===== config.mk =====
export PLATFORM = sky130hd
export DESIGN_NAME = dvp_capture
export DESIGN_NICKNAME = d
export VERILOG_FILES = /design/src/rtl/dvp_capture.sv
export SDC_FILE = /design/constraint.sdc
export NUM_CORES = 1
export LEC_CHECK = 0
export BUFFER_PORTS_ARGS = -buffer_cell sky130_fd_sc_hd__buf_2
export CAP_MARGIN = 40
export CORE_MARGIN = 4
export CORE_UTILIZATION = 55
export CTS_CLUSTER_DIAMETER = 30
export DETAILED_ROUTE_END_ITERATION = 10
export PLACE_DENSITY = 0.78
export REMOVE_ABC_BUFFERS = 1
export SETUP_SLACK_MARGIN = 0.15
export SLEW_MARGIN = 20
export SYNTH_ARGS = -nofsm -noshare
export SYNTH_HDL_FRONTEND = slang
export SYNTH_SLANG_ARGS = --single-unit
export TNS_END_PERCENT = 1

===== constraint.sdc =====
create_clock -name dvp_pixel_clk -period 3.9 [get_ports dvp_pixel_clk]
set_clock_uncertainty 0.2 [all_clocks]
set_input_delay 0 -clock dvp_pixel_clk [delete_from_list [all_inputs] [get_ports dvp_pixel_clk]]
set_output_delay 0 -clock dvp_pixel_clk [all_outputs]
set_load 0.05 [all_outputs]

===== src/rtl/dvp_capture.sv =====
`default_nettype none
// ============================================================================
// Module      : dvp_capture
// Description : DVP sensor capture. Assembles RGB565 byte pairs into RGB888
//               pixels with coordinates and locks onto stable frame geometry.
// Revision    : 1.0 - initial release
// ============================================================================
module dvp_capture #(
    parameter int H_ACTIVE    = 1280,
    parameter int V_ACTIVE    = 720,
    parameter int LOCK_FRAMES = 2
) (
    input  logic        dvp_pixel_clk,
    input  logic        rst_n,
    input  logic        dvp_vsync,
    input  logic        dvp_de,
    input  logic [7:0]  dvp_data,
    output logic        pix_valid,
    output logic [23:0] pix_rgb,
    output logic [11:0] pix_x,
    output logic [10:0] pix_y,
    output logic        pix_sof,
    output logic        pix_eol,
    output logic        frame_locked,
    output logic        line_err,
    output logic        frame_err
);

    localparam logic [1:0] S_SEARCH = 2'd0;
    localparam logic [1:0] S_CHECK  = 2'd1;
    localparam logic [1:0] S_LOCKED = 2'd2;

    localparam logic [11:0] C_H_ACTIVE = 12'(H_ACTIVE);
    localparam logic [11:0] C_H_LAST   = 12'(H_ACTIVE - 1);
    localparam logic [10:0] C_V_ACTIVE = 11'(V_ACTIVE);
    localparam logic [3:0]  C_LOCK     = 4'(LOCK_FRAMES);

    // input stage and edge history
    logic        vsync_q, vsync_prev_q;
    logic        de_q, de_prev_q;
    logic [7:0]  data_q;

    // line / frame tracking
    logic        phase_q, phase_d;
    logic [7:0]  hi_q, hi_d;
    logic [11:0] x_q, x_d;
    logic        line_over_q, line_over_d;
    logic        skip_q, skip_d;
    logic [10:0] y_q, y_d;
    logic        frame_bad_q, frame_bad_d;

    // lock FSM
    logic [1:0]  state_q, state_d;
    logic [3:0]  good_cnt_q, good_cnt_d;

    // output registers
    logic        pix_valid_q, pix_valid_d;
    logic [23:0] pix_rgb_q, pix_rgb_d;
    logic [11:0] pix_x_q, pix_x_d;
    logic [10:0] pix_y_q, pix_y_d;
    logic        pix_sof_q, pix_sof_d;
    logic        pix_eol_q, pix_eol_d;
    logic        line_err_q, line_err_d;
    logic        frame_err_q, frame_err_d;
    logic        frame_locked_q, frame_locked_d;

    logic        vsync_rise;
    logic        de_fall;
    logic        byte_live;
    logic        word_done;
    logic        line_end;
    logic        line_bad;
    logic        x_in_range;
    logic        y_in_range;
    logic        emit;
    logic        frame_good;
    logic [15:0] word;
    logic [23:0] rgb888;

    always_ff @(posedge dvp_pixel_clk or negedge rst_n) begin
        if (!rst_n) begin
            vsync_q      <= 1'b0;
            vsync_prev_q <= 1'b0;
            de_q         <= 1'b0;
            de_prev_q    <= 1'b0;
            data_q       <= 8'd0;
        end else begin
            vsync_q      <= dvp_vsync;
            vsync_prev_q <= vsync_q;
            de_q         <= dvp_de;
            de_prev_q    <= de_q;
            data_q       <= dvp_data;
        end
    end

    always_comb begin
        vsync_rise = vsync_q & ~vsync_prev_q;
        de_fall    = ~de_q & de_prev_q;
        // A line cut by vsync is ignored until de drops
        byte_live  = de_q & ~skip_q & ~vsync_rise;
        word_done  = byte_live & phase_q;
        line_end   = de_fall & ~skip_q & ~vsync_rise;
        x_in_range = (x_q < C_H_ACTIVE);
        y_in_range = (y_q < C_V_ACTIVE);
        line_bad   = (x_q != C_H_ACTIVE) | line_over_q | phase_q;
        emit       = word_done & (state_q != S_SEARCH) & x_in_range & y_in_range;
        frame_good = (y_q == C_V_ACTIVE) & ~frame_bad_q;
        word       = {hi_q, data_q};
        rgb888     = {word[15:11], word[15:13],
                      word[10:5],  word[10:9],
                      word[4:0],   word[4:2]};
    end

    always_comb begin
        phase_d     = byte_live ? ~phase_q : 1'b0;
        hi_d        = (byte_live & ~phase_q) ? data_q : hi_q;
        skip_d      = skip_q;
        x_d         = x_q;
        line_over_d = line_over_q;
        y_d         = y_q;
        frame_bad_d = frame_bad_q;

        if (vsync_rise) begin
            skip_d = de_q;
        end else if (!de_q) begin
            skip_d = 1'b0;
        end

        if (vsync_rise) begin
            x_d         = 12'd0;
            line_over_d = 1'b0;
            y_d         = 11'd0;
            frame_bad_d = 1'b0;
        end else begin
            if (word_done) begin
                if (x_in_range) begin
                    x_d = x_q + 12'd1;
                end else begin
                    line_over_d = 1'b1;
                end
                if (!x_in_range || !y_in_range) begin
                    frame_bad_d = 1'b1;
                end
            end
            if (de_fall) begin
                x_d         = 12'd0;
                line_over_d = 1'b0;
            end
            if (line_end) begin
                if (y_in_range) begin
                    y_d = y_q + 11'd1;
                end
                if (line_bad || !y_in_range) begin
                    frame_bad_d = 1'b1;
                end
            end
        end
    end

    always_comb begin
        state_d     = state_q;
        good_cnt_d  = good_cnt_q;
        frame_err_d = 1'b0;
        if (vsync_rise) begin
            case (state_q)
                S_SEARCH: begin
                    state_d    = S_CHECK;
                    good_cnt_d = 4'd0;
                end
                S_CHECK: begin
                    if (frame_good) begin
                        good_cnt_d = good_cnt_q + 4'd1;
                        if (good_cnt_q + 4'd1 == C_LOCK) begin
                            state_d = S_LOCKED;
                        end
                    end else begin
                        good_cnt_d = 4'd0;
                    end
                end
                S_LOCKED: begin
                    if (!frame_good) begin
                        state_d     = S_CHECK;
                        good_cnt_d  = 4'd0;
                        frame_err_d = 1'b1;
                    end
                end
                default: begin
                    state_d    = S_SEARCH;
                    good_cnt_d = 4'd0;
                end
            endcase
        end
    end

    always_comb begin
        pix_valid_d    = emit;
        pix_rgb_d      = emit ? rgb888 : pix_rgb_q;
        pix_x_d        = emit ? x_q : pix_x_q;
        pix_y_d        = emit ? y_q : pix_y_q;
        pix_sof_d      = emit & (x_q == 12'd0) & (y_q == 11'd0);
        pix_eol_d      = emit & (x_q == C_H_LAST);
        line_err_d     = line_end & line_bad & (state_q != S_SEARCH);
        frame_locked_d = (state_d == S_LOCKED);
    end

    always_ff @(posedge dvp_pixel_clk or negedge rst_n) begin
        if (!rst_n) begin
            phase_q        <= 1'b0;
            hi_q           <= 8'd0;
            x_q            <= 12'd0;
            line_over_q    <= 1'b0;
            skip_q         <= 1'b0;
            y_q            <= 11'd0;
            frame_bad_q    <= 1'b0;
            state_q        <= S_SEARCH;
            good_cnt_q     <= 4'd0;
            pix_valid_q    <= 1'b0;
            pix_rgb_q      <= 24'd0;
            pix_x_q        <= 12'd0;
            pix_y_q        <= 11'd0;
            pix_sof_q      <= 1'b0;
            pix_eol_q      <= 1'b0;
            line_err_q     <= 1'b0;
            frame_err_q    <= 1'b0;
            frame_locked_q <= 1'b0;
        end else begin
            phase_q        <= phase_d;
            hi_q           <= hi_d;
            x_q            <= x_d;
            line_over_q    <= line_over_d;
            skip_q         <= skip_d;
            y_q            <= y_d;
            frame_bad_q    <= frame_bad_d;
            state_q        <= state_d;
            good_cnt_q     <= good_cnt_d;
            pix_valid_q    <= pix_valid_d;
            pix_rgb_q      <= pix_rgb_d;
            pix_x_q        <= pix_x_d;
            pix_y_q        <= pix_y_d;
            pix_sof_q      <= pix_sof_d;
            pix_eol_q      <= pix_eol_d;
            line_err_q     <= line_err_d;
            frame_err_q    <= frame_err_d;
            frame_locked_q <= frame_locked_d;
        end
    end

    assign pix_valid    = pix_valid_q;
    assign pix_rgb      = pix_rgb_q;
    assign pix_x        = pix_x_q;
    assign pix_y        = pix_y_q;
    assign pix_sof      = pix_sof_q;
    assign pix_eol      = pix_eol_q;
    assign line_err     = line_err_q;
    assign frame_err    = frame_err_q;
    assign frame_locked = frame_locked_q;

endmodule
`default_nettype wire


After elaboration in Yosys (flattened, before gate mapping)
Cells that the tools add are included.
{ "word_totals": {"wordCells": 109, "output_inout_bits": 53, "in_bits": 12, "register_bits": 106} }
{ "classes": {"bitwise": 25, "add_sub_neg": 3, "eq_ne": 10, "mux": 30, "n_reduce_logical": 16, "magnitude_cmp": 2} }
{ "ops": {"columns": ["cell", "n"], "rows": [
  ["$mux 12", 4],
  ["$mux 11", 3],
  ["$and 1x1->1", 17],
  ["$mux 1", 15],
  ["$add 12x1->12 const B", 1],
  ["$eq 12x11->1 const B", 1],
  ["$logic_not 12->1", 1],
  ["$lt 12x11->1 const B", 1],
  ["$ne 12x11->1 const B", 1],
  ["$add 11x1->11 const B", 1],
  ["$eq 11x10->1 const B", 1],
  ["$logic_not 11->1", 1],
  ["$lt 11x10->1 const B", 1],
  ["$mux 2", 4],
  ["$mux 4", 2],
  ["$pmux 4 s2", 1],
  ["$reduce_and 2->1", 4],
  ["$not 1->1", 6],
  ["$pmux 2 s3", 1],
  ["$reduce_bool 2->1", 3],
  ["$reduce_bool 3->1", 2],
  ["$add 4x1->4 const B", 1],
  ["$eq 2x2->1 const B", 2],
  ["$eq 4x2->1 const B", 1],
  ["other kinds (8)", 11]
]} }

Depth between registers and ports, before layout
{ "logic_depth": {"ltp_word": 10, "ltp_mapped": 7, "depth_no_buf": 6} }

Worst setup path before layout
No wires, ideal clock.
{ "synth_path": {"path_type": "register to register", "from": "reg vsync_q", "to": "reg x_q[8]", "arrival_ps": 1689, "path_stages_with_launch": 6, "slack_ps": 1933, "required_ps": 3622, "path_cell_list": "dfrtp_1 nor2b_1 buf_6 or4_4 or4_1 a21oi_1"} }
{ "synth_between": {"elab_chain_len": 6} }
{ "synth_rtl": {"columns": ["item", "line", "source"], "rows": [
  ["start, declared", "39", "logic vsync_q, vsync_prev_q;"],
  ["start signal, assigned", "88", "vsync_q <= dvp_vsync;"],
  ["$and 1x1->1 *", "97", "vsync_rise = vsync_q & ~vsync_prev_q;"],
  ["$not 1->1", "100", "byte_live = de_q & ~skip_q & ~vsync_rise;"],
  ["$and 1x1->1", "100", null],
  ["$and 1x1->1", "101", "word_done = byte_live & phase_q;"],
  ["$reduce_bool 3->1 (no line)", null, null],
  ["$reduce_and 2->1 (no line)", null, null],
  ["end signal, assigned", "210", "x_q <= 12'd0;"],
  ["end signal, assigned", "229", "x_q <= x_d;"],
  ["end, declared", "46", "logic [11:0] x_q, x_d;"]
]} }
Mark *: on every way between the ends. The rest lies on a longest branch, timed or not.
A chain may end at the register's enable or synchronous reset.

Worst setup path after layout
{ "layout_path": {"from": "reg vsync_q", "to": "reg pix_eol_q, in the netlist pix_eol"} }
{ "layout_between": {"elab_chain_len": 8} }
{ "layout_rtl": {"columns": ["item", "line", "source"], "rows": [
  ["$and 1x1->1", "97", null],
  ["$not 1->1", "100", null],
  ["$and 1x1->1", "100", null],
  ["$and 1x1->1", "101", null],
  ["$and 1x1->1 (3 in a row)", "106", "emit = word_done & (state_q != S_SEARCH) & x_in_range & y_in_range;"],
  ["$and 1x1->1", "201", "pix_eol_d = emit & (x_q == C_H_LAST);"],
  ["net pix_eol_d", "62", "logic pix_eol_q, pix_eol_d;"],
  ["end signal, assigned", "241", "pix_eol_q <= pix_eol_d;"],
  ["end, declared", "62", null]
]} }
The timed path passes the listed nets, and every way through them passes these cells.

==> impl_metrics.yaml <==
setup_path:
  cp-start-kind: "register"
  rrSetupSlack_ns: 1.64
  startpoint: "vsync_q"
  worstPathArrival_ns: 2.28
  timing.rr.start: "vsync_q"
  crit_fanout: 19
  reg2reg_to: "pix_eol"
  critical_path_required_ns: 3.92
  rr_worst_depth: 6
  endpoint_kind: "register"
  path_class: "register to register"
  crit_end: "pix_eol"
layout:
  nets: 429
  drive_above_1_share_pct: 33.2
  final_cell_mix: "dfrtp_1, buf_2, mux2_2"
  antennaDiodeCount: 0
  syn_to_final_growth_pct: 16.1
  fillCellCount: 574
  seq_area_um2: 2450
  final_common_cell: "dfrtp_1"
  multi_input_area_um2: 1620
floorplan:
  core-area_um2: 7370
  chipWidth_um: 95.6
  die_h_um: 95.6
  row_count: 31
  die_area_um2: 9140
  design.portCount: 65
  start_util_pct: 57.3
place:
  post-dp-hpwl_um: 5450
  portBuffers: 64
  dp_slack_ns: 1.67
  globalplace.congestion: 0.839
clock_tree:
  cts_buffer_depth: 2
  tritoncts: "yes"
  cts.clk_slew.worst_paths_ns: 0.10
  htreeDepth: 3
  cts_buffers: 9
  clk-insertion-delay-late_ns: 0.36
  post_cts_resized: 0
  post_cts_buffers: 0
  cts_root_buf: "clkbuf_8"
  cts_hold_buffers: 11
  clock-sinks: 98
synthesis:
  ys_seq_area_share_pct: 58.1
  synth-seq-cells: 98
  syn_area_um2: 4220
  synth_warnings: 0
  synth.avg_cell_area_um2: 12.5
  synthFlopType: "dfrtp_1"
  yosys.area.top_type_share_pct: 58.1
  async_flop_share_pct: 100
  synth_area_leader_cell: "dfrtp_1"
  ys_types: 51
  syn_inst: 339
  synth-edff-count: 0
  ys_top_cells_by_area: "dfrtp_1, mux2_2, mux2i_1"
power_and_ir_drop:
  powerDensity_nw_per_um2: 518
  p_leak_uw: 0.00237
  peakVddDrop_v: 0.000483
route:
  wl_um: 7850
  vias_per_cell: 5.56
  first_pass_iters: 4
  drt_drc_violations_left: 0
  vias: 2863
  ant_nets: 0
  drtIter0Drc: 152
  routedWlPerCell_um: 15.2
sta:
  setup_viol: 0
  finalCritPeriodShare_pct: 57.9
  grt_setup_unrepaired: "false"
  fin_crit_ns: 2.26
  slew-limit-headroom_pct: 54.0
  max_freq_ghz: 0.443
  hold_violations: 0
  drv_slew: 0
  fin_ws_ns: 1.64
  fin_tns_setup_ns: 0
  worstMarginPinSlew_ns: 0.687
global_route:
  grt_overflow_total: 0
  grt_pass1_wl_um: 13500
  grt_max_degree: 67
  grt_pass1_vias: 2913
  grt_usage_pct: 19.0
  antenna_found_initial: 0
hold_path:
  hold_path_depth: 2
  min_path_type: "input pin to register"
outcome:
  status: "completed"
job:
  maxCapViolCount: 0
[kinds of logic (layout without fill, tap and decap cells)]
family	after synthesis	in the layout	share of synthesized area, %
AND/OR/NAND/NOR	109	109	15.6
flip-flops	98	98	58.1
multiplexers	53	53	13.9
AO/OA/AOI/OAI	41	41	6.40
buffers and inverters	29	106	3.62
adder cells (fa/ha/maj)	6	6	1.78
XOR/XNOR	3	3	0.623
[final cells by class]
| cell class | instances | area share, % |
|---|---|---|
| flip-flops and latches | 98 | 50.0 |
| multi-input cells | 212 | 33.0 |
| repair buffers | 81 | 10.1 |
| clock buffers | 9 | 2.53 |
| well taps | 99 | 2.53 |
| clock inverters | 7 | 1.20 |
| inverters | 9 | 0.689 |
[critical path, stage by stage, from the launching register on]
cell and delay (ns):
dfrtp_1 0.40, nor2b_1 0.17, buf_4 0.21, nor3_4 0.35
nand4b_2 0.16, buf_4 0.24, nor4_1 0.40
[routing by layer]
metal | part of all wire (%) | track usage (%)
met5 | 0 | 0
met4 | 1.0 | 4.98
met3 | 6.7 | 5.60
met2 | 47 | 30.1
met1 | 45 | 25.8
[state kept, by name (all words and copies together), names as in the netlist, 4 cells and up]
register	flops
good_cnt_q	4
data_q	8
pix_y	11
y_q	11
hi_q	8
x_q	12
pix_x	12
pix_rgb	16
[through the flow]
step / std cells / power (uW) / hold WS (ns) / area, um2 / utilization [%]
floorplan: 319 / 1760 / -0.496 / 4100 / -
global placement: 486 / 1930 / -0.0916 / 4580 / 62.1
detailed placement: 486 / 1950 / -0.0907 / 4580 / 62.1
CTS: 513 / 2560 / 0.0568 / 4870 / 66.1
global route: 515 / 2660 / 0.0617 / 4900 / 66.5
finish: 515 / 2540 / 0.0667 / 4900 / 66.5
[worst min-delay path by stage]
stage | startpoint | to | slack (ns)
5_1_grt | dvp_data[3] | data_q[3] | 0.06
4_1_cts | dvp_data[4] | data_q[4] | 0.06
3_3_place_gp | dvp_data[7] | data_q[7] | -0.09
2_1_floorplan | rst_n | data_q[0] | -0.50
3_5_place_dp | dvp_data[5] | data_q[5] | -0.09
6_report | dvp_data[4] | data_q[4] | 0.07
[where the power goes]
group / switching (uW) / internal, uW
Combinational: 545 / 191
Sequential: 71.9 / 1130
Clock: 365 / 240
Total: 982 / 1560
[cell usage after synthesis, drive strengths merged, types with 4 or more instances]
cell type / n
mux2: 45
nor4: 4
nand3: 12
nor2: 11
ha: 6
nor3: 8
o21ai: 7
mux2i: 8
and3: 6
dfrtp: 98
nor2b: 6
nand2b: 4
a21oi: 11
or4: 7
nand2: 20
clkbuf: 6
nand4: 10
inv: 9
and2: 5
o31ai: 7
buf: 14
(Power assumes the default switching activity.)
